$ cat src/rtl/spi_sram_wrbuf_if.sv
// Bundle between the SPI bridge / chipset arbiter / SRAM pins and the write buffer.
// master: environment side (bridge strobes, arbiter grant, SRAM read data).
// slave : write buffer side (bus request, SRAM control/address/data, status flags).
interface spi_sram_wrbuf_if;
   // bridge write strobes and bus ownership
   logic        in_hwr;
   logic        in_lwr;
   logic [22:0] in_addr;
   logic [15:0] in_data;
   logic        bus_req;
   logic        bus_ack;
   logic        clr_err;
   logic        mem_req;
   // asynchronous SRAM pins
   logic [22:0] ram_addr;
   logic [15:0] ram_dout;
   logic [15:0] ram_din;
   logic        ram_we_n;
   logic        ram_oe_n;
   logic        ram_bhe_n;
   logic        ram_ble_n;
   // status
   logic        busy;
   logic        overflow;
   logic        verify_err;

   modport master (
      output in_hwr, in_lwr, in_addr, in_data, bus_req, bus_ack, clr_err, ram_din,
      input  mem_req, ram_addr, ram_dout, ram_we_n, ram_oe_n, ram_bhe_n, ram_ble_n,
             busy, overflow, verify_err
   );

   modport slave (
      input  in_hwr, in_lwr, in_addr, in_data, bus_req, bus_ack, clr_err, ram_din,
      output mem_req, ram_addr, ram_dout, ram_we_n, ram_oe_n, ram_bhe_n, ram_ble_n,
             busy, overflow, verify_err
   );
endinterface

$ cat src/rtl/spi_sram_wrbuf.sv
// Write buffer: queues single-cycle bridge write strobes and replays each as a timed
// async SRAM write (SETUP/STROBE/HOLD) while the arbiter grants the bus.
// Ports: clk, rst (async active-high), bus (spi_sram_wrbuf_if.slave).
// Optional readback check after each write: define SPI_SRAM_WRBUF_VERIFY_EN.
module spi_sram_wrbuf #(
   parameter int DEPTH_LOG2 = 3,
   parameter int T_SETUP    = 1,
   parameter int T_PULSE    = 2,
   parameter int T_HOLD     = 1
) (
   input logic             clk,
   input logic             rst,
   spi_sram_wrbuf_if.slave bus
);
   localparam int DEPTH = 2 ** DEPTH_LOG2;

   localparam logic [2:0] IDLE   = 3'd0;
   localparam logic [2:0] SETUP  = 3'd1;
   localparam logic [2:0] STROBE = 3'd2;
   localparam logic [2:0] HOLD   = 3'd3;
`ifdef SPI_SRAM_WRBUF_VERIFY_EN
   localparam logic [2:0] VERIFY = 3'd4;
`endif

   typedef struct packed {
      logic [22:0] addr;
      logic [15:0] data;
      logic        hwr;
      logic        lwr;
   } entry_t;

   entry_t              fifo_mem [DEPTH];
   entry_t              head;
   logic [DEPTH_LOG2:0] wr_ptr, rd_ptr, rd_next;
   logic                empty, full, push, pop, push_ok, more;
   logic [2:0]          state, state_next;
   logic [7:0]          cnt, cnt_load;
   logic                verr_evt;

   assign empty   = (wr_ptr == rd_ptr);
   assign full    = (wr_ptr[DEPTH_LOG2] != rd_ptr[DEPTH_LOG2]) &&
                    (wr_ptr[DEPTH_LOG2-1:0] == rd_ptr[DEPTH_LOG2-1:0]);
   assign push    = bus.in_hwr | bus.in_lwr;
   // a pop on the same edge frees the slot, so a push into a full FIFO still lands
   assign push_ok = push & (~full | pop);
   assign rd_next = rd_ptr + {{DEPTH_LOG2{1'b0}}, pop};
   // entries left once the current head retires; a same-edge push is not yet readable
   assign more    = (wr_ptr != (rd_ptr + {{DEPTH_LOG2{1'b0}}, 1'b1}));
   // entry that becomes the head after this edge
   assign head    = fifo_mem[rd_next[DEPTH_LOG2-1:0]];
   assign bus.busy = ~empty | (state != IDLE);

   always_comb begin
      state_next = state;
      pop        = 1'b0;
      verr_evt   = 1'b0;
      case (state)
         IDLE:   if (!empty && bus.bus_ack) state_next = SETUP;
         SETUP:  if (cnt == 8'd0) state_next = STROBE;
         STROBE: if (cnt == 8'd0) state_next = HOLD;
         HOLD: begin
            if (cnt == 8'd0) begin
`ifdef SPI_SRAM_WRBUF_VERIFY_EN
               state_next = VERIFY;
`else
               pop        = 1'b1;
               state_next = (more && bus.bus_ack) ? SETUP : IDLE;
`endif
            end
         end
`ifdef SPI_SRAM_WRBUF_VERIFY_EN
         VERIFY: begin
            if (cnt == 8'd0) begin
               pop        = 1'b1;
               // only lanes that were written are meaningful on readback
               verr_evt   = (!bus.ram_bhe_n && (bus.ram_din[15:8] != bus.ram_dout[15:8])) ||
                            (!bus.ram_ble_n && (bus.ram_din[7:0]  != bus.ram_dout[7:0]));
               state_next = (more && bus.bus_ack) ? SETUP : IDLE;
            end
         end
`endif
         default: state_next = IDLE;
      endcase
   end

   always_comb begin
      cnt_load = 8'd0;
      case (state_next)
         SETUP:  cnt_load = 8'(T_SETUP - 1);
         STROBE: cnt_load = 8'(T_PULSE - 1);
         HOLD:   cnt_load = 8'(T_HOLD - 1);
`ifdef SPI_SRAM_WRBUF_VERIFY_EN
         VERIFY: cnt_load = 8'(T_PULSE - 1);
`endif
         default: cnt_load = 8'd0;
      endcase
   end

   // storage has no reset; validity is tracked entirely by the pointers
   always_ff @(posedge clk) begin
      if (push_ok)
         fifo_mem[wr_ptr[DEPTH_LOG2-1:0]] <= {bus.in_addr, bus.in_data, bus.in_hwr, bus.in_lwr};
   end

   always_ff @(posedge clk or posedge rst) begin
      if (rst) begin
         state         <= IDLE;
         cnt           <= 8'd0;
         wr_ptr        <= '0;
         rd_ptr        <= '0;
         bus.mem_req   <= 1'b0;
         bus.overflow  <= 1'b0;
         bus.ram_we_n  <= 1'b1;
         bus.ram_bhe_n <= 1'b1;
         bus.ram_ble_n <= 1'b1;
         bus.ram_addr  <= '0;
         bus.ram_dout  <= '0;
      end else begin
         state <= state_next;
         // every state change reloads; HOLD->SETUP is a change, so back-to-back works
         if (state_next != state)
            cnt <= cnt_load;
         else if (cnt != 8'd0)
            cnt <= cnt - 8'd1;
         if (push_ok)
            wr_ptr <= wr_ptr + {{DEPTH_LOG2{1'b0}}, 1'b1};
         rd_ptr       <= rd_next;
         bus.mem_req  <= bus.bus_req | ~empty;
         // a new overflow beats a simultaneous clear
         bus.overflow <= (push & full & ~pop) | (bus.overflow & ~bus.clr_err);
         // SRAM controls are registered from the next state so they change with it
         bus.ram_we_n <= (state_next != STROBE);
         if (state_next == SETUP && state != SETUP) begin
            bus.ram_addr  <= head.addr;
            bus.ram_dout  <= head.data;
            bus.ram_bhe_n <= ~head.hwr;
            bus.ram_ble_n <= ~head.lwr;
         end else if (state_next == IDLE && state != IDLE) begin
            bus.ram_bhe_n <= 1'b1;
            bus.ram_ble_n <= 1'b1;
         end
      end
   end

`ifdef SPI_SRAM_WRBUF_VERIFY_EN
   always_ff @(posedge clk or posedge rst) begin
      if (rst) begin
         bus.ram_oe_n   <= 1'b1;
         bus.verify_err <= 1'b0;
      end else begin
         bus.ram_oe_n   <= (state_next != VERIFY);
         bus.verify_err <= verr_evt | (bus.verify_err & ~bus.clr_err);
      end
   end
`else
   assign bus.ram_oe_n   = 1'b1;
   assign bus.verify_err = 1'b0;
`endif

endmodule

$ cat src/flat_wrapper.sv
// flat-port wrapper written by rule: the top's interface ports become plain ports
module spi_sram_wrbuf_flat 
#(
   parameter int DEPTH_LOG2 = 3,
   parameter int T_SETUP    = 1,
   parameter int T_PULSE    = 2,
   parameter int T_HOLD     = 1
)
  (clk, rst, bus_in_hwr, bus_in_lwr, bus_in_addr, bus_in_data, bus_bus_req, bus_bus_ack, bus_clr_err, bus_ram_din, bus_mem_req, bus_ram_addr, bus_ram_dout, bus_ram_we_n, bus_ram_oe_n, bus_ram_bhe_n, bus_ram_ble_n, bus_busy, bus_overflow, bus_verify_err);
  spi_sram_wrbuf_if bus_i ();
  input logic clk;
  input logic rst;
  input wire logic [$bits(bus_i.in_hwr)-1:0] bus_in_hwr;
  input wire logic [$bits(bus_i.in_lwr)-1:0] bus_in_lwr;
  input wire logic [$bits(bus_i.in_addr)-1:0] bus_in_addr;
  input wire logic [$bits(bus_i.in_data)-1:0] bus_in_data;
  input wire logic [$bits(bus_i.bus_req)-1:0] bus_bus_req;
  input wire logic [$bits(bus_i.bus_ack)-1:0] bus_bus_ack;
  input wire logic [$bits(bus_i.clr_err)-1:0] bus_clr_err;
  input wire logic [$bits(bus_i.ram_din)-1:0] bus_ram_din;
  output wire logic [$bits(bus_i.mem_req)-1:0] bus_mem_req;
  output wire logic [$bits(bus_i.ram_addr)-1:0] bus_ram_addr;
  output wire logic [$bits(bus_i.ram_dout)-1:0] bus_ram_dout;
  output wire logic [$bits(bus_i.ram_we_n)-1:0] bus_ram_we_n;
  output wire logic [$bits(bus_i.ram_oe_n)-1:0] bus_ram_oe_n;
  output wire logic [$bits(bus_i.ram_bhe_n)-1:0] bus_ram_bhe_n;
  output wire logic [$bits(bus_i.ram_ble_n)-1:0] bus_ram_ble_n;
  output wire logic [$bits(bus_i.busy)-1:0] bus_busy;
  output wire logic [$bits(bus_i.overflow)-1:0] bus_overflow;
  output wire logic [$bits(bus_i.verify_err)-1:0] bus_verify_err;
  assign bus_i.in_hwr = bus_in_hwr;
  assign bus_i.in_lwr = bus_in_lwr;
  assign bus_i.in_addr = bus_in_addr;
  assign bus_i.in_data = bus_in_data;
  assign bus_i.bus_req = bus_bus_req;
  assign bus_i.bus_ack = bus_bus_ack;
  assign bus_i.clr_err = bus_clr_err;
  assign bus_i.ram_din = bus_ram_din;
  assign bus_mem_req = bus_i.mem_req;
  assign bus_ram_addr = bus_i.ram_addr;
  assign bus_ram_dout = bus_i.ram_dout;
  assign bus_ram_we_n = bus_i.ram_we_n;
  assign bus_ram_oe_n = bus_i.ram_oe_n;
  assign bus_ram_bhe_n = bus_i.ram_bhe_n;
  assign bus_ram_ble_n = bus_i.ram_ble_n;
  assign bus_busy = bus_i.busy;
  assign bus_overflow = bus_i.overflow;
  assign bus_verify_err = bus_i.verify_err;
  spi_sram_wrbuf #(.DEPTH_LOG2(DEPTH_LOG2), .T_SETUP(T_SETUP), .T_PULSE(T_PULSE), .T_HOLD(T_HOLD)) u_core (.clk(clk), .rst(rst), .bus(bus_i));
endmodule
$ cat config.mk
export PLATFORM = sky130hd
export DESIGN_NAME = spi_sram_wrbuf_flat
export DESIGN_NICKNAME = d
export VERILOG_FILES = /design/src/rtl/spi_sram_wrbuf_if.sv /design/src/rtl/spi_sram_wrbuf.sv /design/src/flat_wrapper.sv
export SDC_FILE = /design/constraint.sdc
export NUM_CORES = 1
export LEC_CHECK = 0
export BUFFER_PORTS_ARGS = -buffer_cell sky130_fd_sc_hd__clkbuf_2
export CORE_MARGIN = 4
export CORE_UTILIZATION = 67
export CTS_BUF_LIST = sky130_fd_sc_hd__clkbuf_4
export DETAILED_ROUTE_END_ITERATION = 10
export GPL_TIMING_DRIVEN = 0
export PLACE_DENSITY = 0.92
export RECOVER_POWER = 100
export SKIP_LAST_GASP = 1
export SLEW_MARGIN = 20
export SYNTH_ARGS = -nofsm -noshare
export SYNTH_HDL_FRONTEND = slang
export SYNTH_SLANG_ARGS = --single-unit
$ cat constraint.sdc
create_clock -name clk -period 13.36 [get_ports clk]
set_clock_uncertainty 0.2 [all_clocks]
set_input_delay 2.672 -clock clk [delete_from_list [all_inputs] [get_ports clk]]
set_output_delay 2.672 -clock clk [all_outputs]
set_load 0.01 [all_outputs]
**Yosys cells after proc, flatten, opt, wreduce, memory -nomap -nowiden**

Memory sizes are Yosys's and may differ from the RTL's.
Cells that the tools add are included.
W data, S select, Z words.

- Bits in registers: 63
- RAM bits: 328
- Input port bits: 62
- Output and inout bits: 47
- Logic and storage cells: 72
- Memories kept: 1

- $add $sub $neg: 4
- Eq/ne operators: 12
- Mux-type cells: 16
- Bitwise gates (word level): 15
- Reduce and logical (&&, ||, !) cells: 13

Memories:

| memory | words | bits a word | read ports | clocked after Yosys merged registers in | write ports | line | source |
|---|---|---|---|---|---|---|---|
| u_core.fifo_mem | 8 | 41 | 1 | 0 | 1 | spi_sram_wrbuf.sv:32 | `entry_t fifo_mem [DEPTH];` |

Operator list:

| cell | count |
|---|---|
| $mux W8 | 2 |
| $mux W3 | 4 |
| $pmux W3 S4 | 1 |
| $eq A3 B2 Y1 const B | 3 |
| $mux W1 | 9 |
| $add A4 B1 Y4 const B | 2 |
| $logic_not A8 Y1 | 1 |
| $reduce_bool A8 Y1 | 1 |
| $sub A8 B1 Y8 const B | 1 |
| $eq A3 B1 Y1 const B | 2 |
| $logic_not A3 Y1 | 2 |
| $not A1 Y1 | 6 |
| $logic_and A1 B1 Y1 | 5 |
| $or A1 B1 Y1 | 5 |
| $add A4 B1 Y4 | 1 |
| $and A1 B1 Y1 | 4 |
| $eq A4 B4 Y1 | 1 |
| $ne A4 B4 Y1 | 1 |
| $reduce_bool A2 Y1 | 2 |
| $eq A3 B3 Y1 | 1 |
| $ne A3 B1 Y1 const B | 1 |
| $ne A3 B2 Y1 const B | 1 |
| $ne A3 B3 Y1 | 1 |
| $reduce_bool A3 Y1 | 1 |
| other kinds (2) | 2 |

**Logic depth before layout (Yosys ltp)**

Gate-level depths: netlist (run 1).

- Word-level depth: 10
- Depth in mapped cells: 13

**Worst setup path before layout (run 1)**

No wires, ideal clock.

- Path kind: input port to flip-flop
- Start: input bus_in_lwr
- End: memory u_core.fifo_mem[2][0] (netlist name), enable pin
- Setup time: 557 ps
- Arrival: 7,341 ps
- Slack: 5,262 ps
- Stages on the path: 4
- Path buffers: 1
- Cell sequence: nor2_1 a31o_2 buf_2 nor4b_1

- Cells in the longest elaborated chain, start to end: 4

Ends and longest elaborated chain:

| what | line | source |
|---|---|---|
| start: declaration | flat_wrapper.sv:14 | `input wire logic [$bits(bus_i.in_lwr)-1:0] bus_in_lwr;` |
| $or A1 B1 Y1 | spi_sram_wrbuf.sv:43 | `assign push = bus.in_hwr \| bus.in_lwr;` |
| $and A1 B1 Y1 | spi_sram_wrbuf.sv:45 | `assign push_ok = push & (~full \| pop);` |
| $mux W1 | spi_sram_wrbuf.sv:101 | `if (push_ok)` |
| $mux W1 (implied by the code) | spi_sram_wrbuf.sv:102 | `fifo_mem[wr_ptr[DEPTH_LOG2-1:0]] <= {bus.in_addr, bus.in_data, bus.in_hwr, bus.in_lwr};` |
| end: declaration | spi_sram_wrbuf.sv:32 |  |

No other way between the ends.

**Worst setup path after layout (run 1)**

- Start: input bus_in_hwr
- End: memory u_core.fifo_mem[1][4] (netlist name), enable pin

- Cells in the longest elaborated chain, start to end: 4

Ends and longest elaborated chain:

| what | line | source |
|---|---|---|
| start: declaration | flat_wrapper.sv:13 | `input wire logic [$bits(bus_i.in_hwr)-1:0] bus_in_hwr;` |
| $or A1 B1 Y1 | spi_sram_wrbuf.sv:43 |  |
| $and A1 B1 Y1 | spi_sram_wrbuf.sv:45 |  |
| $mux W1 | spi_sram_wrbuf.sv:101 |  |
| $mux W1 (implied by the code) | spi_sram_wrbuf.sv:102 |  |

No other way between the ends.

==> out/qor.yml, run 1 <==
outcome:
  status: "finished, violations left"
  violations: "max-capacitance violations, max-slew violations"
global_routing:
  grt_pass1_wl_mm: 53.3
  grt_pass1_vias: 8981
  use_met3_pct: 5.59
  gr-max-usage-layer: "met2"
  grt_antenna_before_repair: 2
  grt_util_met1_pct: 36.5
  overflow: 0
  grt_max_degree: 43
  grt_util_met2_pct: 46.9
  grt.total_usage_pct: 27.9
synth:
  synth-edff-count: 328
  synthFlopType: "edfxtp_1"
  yosysWarnings: 0
  synth.distinct_cells: 54
  ys_seq_area_share_pct: 74.8
  synth_area_per_cell_um2: 19.6
  synth_top_area_cell: "edfxtp_1"
  ys_async_sr_fraction_pct: 16.1
  yosys-top-cells-area: "edfxtp_1 64%, mux4_2 12%, dfrtp_1 9.8%"
  syn_inst: 779
  ys_seq_elements: 391
  syn_area_um2: 15300
  synth_top_area_share_pct: 64.4
timing:
  period_needed_ns: 6.36
  slew_viol_final: 64
  max_freq_ghz: 0.157
  worstMarginPinSlew_ns: 2.47
  rsz0062_at_grt: "no"
  relSlewSlack_pct: -64.8
  finalSetupTns_ns: 0
  post-route-period-util_pct: 47.6
  setup-violations-final: 0
  hold_violations: 0
clock_network:
  htree_levels: 3
  ctsLongestPathBuffers: 3
  ctsResizeCount: 0
  clock_latency_ns: 0.74
  cts_tree: "yes"
  cts_buffers: 93
  cts_hold_buf: 0
  cts_setup_buffers: 0
  cts_root_buf: "clkbuf_4"
  clkTransAtPathRegs_ns: 0.06
  cts_sinks: 391
critical_path:
  cp_max_fo: 9
  critPathCaptureType: "flop"
  cp_data_arrival_time_ns: 6.53
  crit_required_ns: 13.53
  worstSetupStartpointType: "input pin"
  crit_type: "in2reg"
placed_design:
  port_buffers: 90
  hpwlAfterDp_mm: 22.0
  gp_congestion: 0.797
die:
  fp-row-count: 55
  core_area_um2: 22600
  die_x_um: 159
  die_y_um: 159
  die-area_um2: 25300
  ioPinCount: 109
  initial_core_util_pct: 67.7
routing:
  wl_per_cell_um: 24.9
  vias: 8414
  drc: 0
  firstDrtPassIters: 5
  initialDrtViolationCount: 863
  totalWireLength_mm: 34.3
  final_antenna_net_count: 0
  via_per_inst: 6.09
power_and_ir_drop:
  power.share.clock_pct: 25.8
  cellInternalPower_uw: 2610
  p_comb_share_pct: 27.8
  p_seq_share_pct: 46.5
  vdd_ir_drop_max_v: 0.000147
  switching_share_pct: 31.1
  power_density_nw_per_um2: 220
  p_leak_uw: 0.00602
  p_sw_uw: 1180
cells_and_area:
  regArea_um2: 11400
  final_nets: 1084
  fillers: 1329
  drive_gt1_share_pct: 24.3
  syn2layout_area_growth_pct: 13.0
  multi_input_area_um2: 3450
  final_util_pct: 76.5
run:
  drv_cap: 4
worst_hold_path:
  hp-class: "reg2reg"
## flip-flops by register name (all words and copies together), names as in the netlist
register and flops:
u_core.fifo_mem 328, u_core.bus.ram_addr 23, u_core.bus.ram_dout 16, u_core.cnt 8
u_core.rd_ptr 4, u_core.wr_ptr 4, u_core.state 3, u_core.bus.mem_req 1
u_core.bus.overflow 1, u_core.bus.ram_bhe_n 1, u_core.bus.ram_ble_n 1, u_core.bus.ram_we_n 1
## worst paths after layout
kind,start,endpoint,slack [ns],depth (start not counted)
max in group asynchronous,rst,u_core.cnt[7]$_DFFE_PP0P_,8.17,3
min in group asynchronous,rst,u_core.bus.ram_addr[10]$_DFFE_PP0P_,1.94,2
worst min-delay path,u_core.bus.ram_addr[13]$_DFFE_PP0P_,u_core.bus.ram_addr[13]$_DFFE_PP0P_,0.29,1
worst min register to register,u_core.bus.ram_addr[13]$_DFFE_PP0P_,u_core.bus.ram_addr[13]$_DFFE_PP0P_,0.29,1
worst max-delay path,bus_in_hwr,u_core.fifo_mem[1][4]$_DFFE_PP_,7.00,9
worst max register to register,u_core.cnt[1]$_DFFE_PP0P_,u_core.fifo_mem[1][4]$_DFFE_PP_,7.65,11
## routing by layer
| layer | wire, um | up-vias |
|---|---|---|
| li1 | - | 3583 |
| met1 | 12500 | 4258 |
| met2 | 18100 | 486 |
| met3 | 2490 | 87 |
| met4 | 1220 | 0 |
| met5 | 0 | - |
## synth_stat cells, types with 5 or more instances
cell and count:
xnor2_1 9, buf_2 9, nor2_1 15, xor2_1 6, edfxtp_1 328, nand2_1 130, mux2_4 38, inv_1 7
dfrtp_1 60, mux4_2 82, ha_1 5, nor3_1 6, clkbuf_1 19
## final cells by class
class | instances | area share, %
antenna | 3 | 0.0434
buffer | 38 | 1.36
clock buffer | 146 | 6.34
clock inverter | 25 | 0.789
inverter | 8 | 0.181
multi-input combinational | 343 | 20.0
sequential | 391 | 66.2
tap | 285 | 2.06
timing repair buffer | 142 | 3.11
## per-stage QoR
| stage | worst slack [ns] | power [uW] | instances | instance area, um2 | hold WS, ns |
|---|---|---|---|---|---|
| finish | 7.00 | 3800 | 1381 | 17300 | 0.286 |
| CTS | 7.73 | 3960 | 1378 | 17800 | 0.317 |
| detailed placement | 7.83 | 2960 | 1207 | 16500 | 0.294 |
| floorplan | 5.26 | 2560 | 780 | 15300 | 0.296 |
| global placement | 1.26 | 2860 | 1155 | 16100 | 0.294 |
| global route | 6.89 | 3990 | 1380 | 17300 | 0.312 |
## power groups by stage
stage / Sequential (uW) / Combinational [uW] / Clock [uW]
2_1_floorplan: 1800 / 761 / 0
5_1_grt: 1780 / 1140 / 1070
4_1_cts: 1760 / 1200 / 993
6_report: 1760 / 1050 / 978
3_5_place_dp: 1780 / 1180 / 0
3_3_place_gp: 1800 / 1050 / 0
## cell usage in the layout (no fill, tap or decap), drive strengths merged, types with 9 or more instances in the layout
master | Yosys | routed
edfxtp | 328 | 328
nor2 | 15 | 15
nand2 | 130 | 130
dfrtp | 60 | 60
mux2 | 40 | 40
clkinv | 1 | 21
inv | 7 | 9
buf | 19 | 17
xnor2 | 9 | 9
mux4 | 82 | 82
clkbuf | 19 | 309
## cell families (layout without fill, tap and decap cells)
logic type	after synthesis	count (layout)	synth area share [%]
AO/OA/AOI/OAI	16	16	0.827
XOR/XNOR	16	16	0.966
adder cells (fa/ha/maj)	5	5	0.409
buffers and inverters	46	359	1.74
flip-flops	391	391	74.8
multiplexers	124	124	16.1
other	2	6	0.0491
AND/OR/NAND/NOR	179	179	5.16
## critical path: stages
cell	delay [ns]
clkbuf_1	0.39
nor2_1	0.17
a31o_2	0.25
clkbuf_1	0.21
nor4b_1	1.27
clkbuf_1	0.44
clkbuf_1	0.40
clkbuf_1	0.34
clkbuf_1	0.37
No activity file was read; power rests on OpenSTA's default activity.
==> run 2: changes to the inputs <==
--- a/config.mk
+++ b/config.mk
@@ -7,11 +7,11 @@
 export LEC_CHECK = 0
 export BUFFER_PORTS_ARGS = -buffer_cell sky130_fd_sc_hd__clkbuf_2
 export CORE_MARGIN = 4
-export CORE_UTILIZATION = 67
+export CORE_UTILIZATION = 62
 export CTS_BUF_LIST = sky130_fd_sc_hd__clkbuf_4
 export DETAILED_ROUTE_END_ITERATION = 10
 export GPL_TIMING_DRIVEN = 0
-export PLACE_DENSITY = 0.92
+export PLACE_DENSITY = 0.87
 export RECOVER_POWER = 100
 export SKIP_LAST_GASP = 1
 export SLEW_MARGIN = 20
==> constraint.sdc (replaced) <==
create_clock -name clk -period 6.5 [get_ports clk]
set_clock_uncertainty 0.2 [all_clocks]
set_input_delay 1.3 -clock clk [delete_from_list [all_inputs] [get_ports clk]]
set_output_delay 1.3 -clock clk [all_outputs]
set_load 0.01 [all_outputs]
==> run 2 against run 1 <==
Total power grew 100%; design area increased by 0.61%; count of clock-buffer cells in the layout is 1 lower; largest cell class unchanged; core utilization shrank 5.1 points; the run still ends with max-capacitance violations, max-slew violations left.
==> out/qor.yml, run 2 (same netlist as run 1, synthesis figures left out) <==
outcome:
  status: "finished, violations left"  # unchanged
  violations: "max-capacitance violations, max-slew violations"  # unchanged
critical_path:
  critPathCaptureType: "flop"  # unchanged
  cp_slowest_cell: "nor4b_1"  # unchanged
  crit_type: "reg2reg"  # was in2reg
  path_depth: 11  # was 9
  path_buf_inv: 5  # was 6
  cp_top_family: "simple AND/OR/NAND/NOR gates"  # was buffers and inverters
  ff2ff_setup_slack_ns: 1.24  # was 7.65 ns
  cp_data_arrival_time_ns: 5.40  # was 6.53 ns
  r2r_start: "u_core.cnt[0]$_DFFE_PP0P_"  # was u_core.cnt[1]$_DFFE_PP0P_
  worstSetupStartpointType: "flop"  # was input pin
  path_common_cell: "clkbuf_1"  # unchanged
  path_cells: "inv_1 > ha_1 > nor4b_1 > nand4_1 > a31o_2 > clkbuf_1 > or2_2 > nor3b_1 > clkbuf_1 > buf_4 > clkbuf_1"  # was clkbuf_1 > nor2_1 > a31o_2 > clkbuf_1 > nor4b_1 > clkbuf_1 > clkbuf_1 > clkbuf_1 > clkbuf_1
  r2r_cells: 11  # unchanged
  crit_required_ns: 6.64  # was 13.53 ns
  max_stage_delay_ns: 0.73  # was 1.27 ns
  r2r-end: "u_core.fifo_mem[6][39]$_DFFE_PP_"  # was u_core.fifo_mem[1][4]$_DFFE_PP_
  cp_max_fo: 9  # unchanged
die:
  die-area_um2: 27200  # was 25300 um2
  core_area_um2: 24300  # was 22600 um2
  fp-row-count: 57  # was 55
  die_y_um: 165  # was 159 um
  ioPinCount: 109  # unchanged
  initial_core_util_pct: 62.9  # was 67.7%
  die_x_um: 165  # was 159 um
routing:
  totalWireLength_mm: 32.5  # was 34.3 mm
  drc: 0  # unchanged
  vias: 8296  # was 8414
  wl_per_cell_um: 22.8  # was 24.9 um
  via_per_inst: 5.81  # was 6.09
  initialDrtViolationCount: 698  # was 863
  firstDrtPassIters: 5  # unchanged
  final_antenna_net_count: 0  # unchanged
clock_network:
  htree_levels: 3  # unchanged
  cts_buffers: 94  # was 93
  cts_setup_buffers: 0  # unchanged
  clkTransAtPathRegs_ns: 0.06  # about the same
  cts_sinks: 391  # unchanged
  cts_tree: "yes"  # unchanged
  ctsResizeCount: 0  # unchanged
  cts_hold_buf: 0  # unchanged
  clock_latency_ns: 0.71  # was 0.74 ns
  ctsLongestPathBuffers: 3  # unchanged
  cts_root_buf: "clkbuf_4"  # unchanged
power_and_ir_drop:
  power_density_nw_per_um2: 447  # was 220 nW/um2
  p_comb_share_pct: 27.8  # about the same
  p_sw_uw: 2390  # was 1180 uW
  cellInternalPower_uw: 5380  # was 2610 uW
  p_leak_uw: 0.00606  # was 0.00602 uW
  power.share.clock_pct: 25.8  # about the same
  switching_share_pct: 30.7  # was 31.1%
  p_seq_share_pct: 46.4  # was 46.5%
  vdd_ir_drop_max_v: 0.000301  # was 0.000147 V
global_routing:
  grt.total_usage_pct: 24.7  # was 27.9%
  overflow: 0  # unchanged
  grt_max_degree: 43  # unchanged
  grt_pass1_vias: 8657  # was 8981
  grt_antenna_before_repair: 2  # unchanged
  grt_pass1_wl_mm: 49.7  # was 53.3 mm
cells_and_area:
  syn2layout_area_growth_pct: 13.7  # was 13.0%
  largest_reg_flops: 328  # unchanged
  final_util_pct: 71.5  # was 76.5%
  layout_commonest_cell: "edfxtp_1"  # unchanged
  drive_gt1_share_pct: 24.8  # was 24.3%
  final_nets: 1089  # was 1084
  mostFrequentLayoutCells: "328 x edfxtp_1, 156 x clkbuf_1, 145 x clkbuf_4, 130 x nand2_1, 82 x mux4_2"  # was 328 x edfxtp_1, 159 x clkbuf_1, 146 x clkbuf_4, 130 x nand2_1, 82 x mux4_2
  postLayoutCellArea_um2: 17400  # was 17300 um2
worst_hold_path:
  hold_end: "u_core.bus.ram_addr[15]$_DFFE_PP0P_"  # was u_core.bus.ram_addr[13]$_DFFE_PP0P_
  min_from: "u_core.bus.ram_addr[15]$_DFFE_PP0P_"  # was u_core.bus.ram_addr[13]$_DFFE_PP0P_
  hp-class: "reg2reg"  # unchanged
  holdPathStages: 1  # unchanged
run:
  drv_cap: 1  # was 4
timing:
  whs_ns: 0.285  # was 0.286 ns
  period_needed_ns: 5.26
  setup-violations-final: 0  # unchanged
  post-route-period-util_pct: 80.9
  worstMarginPinSlew_ns: 2.55  # was 2.47 ns
  rsz0062_at_grt: "no"  # unchanged
  relSlewSlack_pct: -69.7  # was -64.8%
  hold_violations: 0  # unchanged
  max_freq_ghz: 0.190
  slew_viol_final: 43  # was 64
placed_design:
  hpwlAfterDp_mm: 21.3  # was 22.0 mm
  port_buffers: 90  # unchanged
  gp_congestion: 0.753  # was 0.797
  place_area_um2: 16600  # was 16500 um2
## run 2: worst reg2reg max path, stage by stage (launching register included)
cell	delay (ns)
dfrtp_1	0.40
inv_1	0.09
ha_1	0.21
nor4b_1	0.73
nand4_1	0.38
a31o_2	0.36
clkbuf_1	0.23
or2_2	0.38
nor3b_1	0.67
clkbuf_1	0.48
buf_4	0.30
clkbuf_1	0.47
## run 2: worst max path at each step
stage | to | slack [ns] | from
after global placement | u_core.fifo_mem[1][39]$_DFFE_PP_ | -4.48 | bus_in_lwr
after floorplan | u_core.fifo_mem[2][0]$_DFFE_PP_ | -0.23 | bus_in_lwr
after global routing | u_core.fifo_mem[0][3]$_DFFE_PP_ | 0.94 | u_core.cnt[0]$_DFFE_PP0P_
final | u_core.fifo_mem[6][39]$_DFFE_PP_ | 1.24 | u_core.cnt[0]$_DFFE_PP0P_
after CTS | u_core.bus.ram_addr[12]$_DFFE_PP0P_ | 2.21 | u_core.cnt[0]$_DFFE_PP0P_
after detailed placement | u_core.bus.ram_dout[8]$_DFFE_PP0P_ | 2.31 | u_core.cnt[0]$_DFFE_PP0P_
## run 2: metrics by stage
| step | worst slack, ns | setup TNS (ns) | cells | power (uW) |
|---|---|---|---|---|
| 4_1_cts | 2.21 | 0 | 1427 | 8110 |
| 5_1_grt | 0.939 | 0 | 1428 | 8180 |
| 2_1_floorplan | -0.226 | -18.49 | 780 | 5260 |
| 3_5_place_dp | 2.31 | 0 | 1250 | 6080 |
| 3_3_place_gp | -4.48 | -952.35 | 1194 | 5900 |
| 6_report | 1.24 | 0 | 1428 | 7770 |
## run 2: layer usage
metal	up-vias	routed length (um)	global-route usage, %	part of all wire [%]
li1	3592	-	-	-
met1	4202	12400	33.9	38
met2	419	16600	40.1	51
met5	-	12	0	0.037
met3	81	2720	5.62	8.4
met4	2	802	8.47	2.5
## run 2: layout make-up
cell class	instances	area [um2]
diodes	1	2.50
multi-input cells	343	3450
well taps	324	405
inverters	8	31.3
clock inverters	32	158
fillers	1541	6940
flip-flops and latches	391	11400
clock buffers	145	1090
repair buffers	146	586
plain buffers	38	235
## run 2: power groups by stage
stage / logic, uW / registers, uW / clock network (uW)
4_1_cts: 2450 / 3610 / 2040
6_report: 2160 / 3610 / 2000
3_3_place_gp: 2190 / 3710 / 0
3_5_place_dp: 2430 / 3650 / 0
2_1_floorplan: 1560 / 3700 / 0
5_1_grt: 2350 / 3650 / 2190
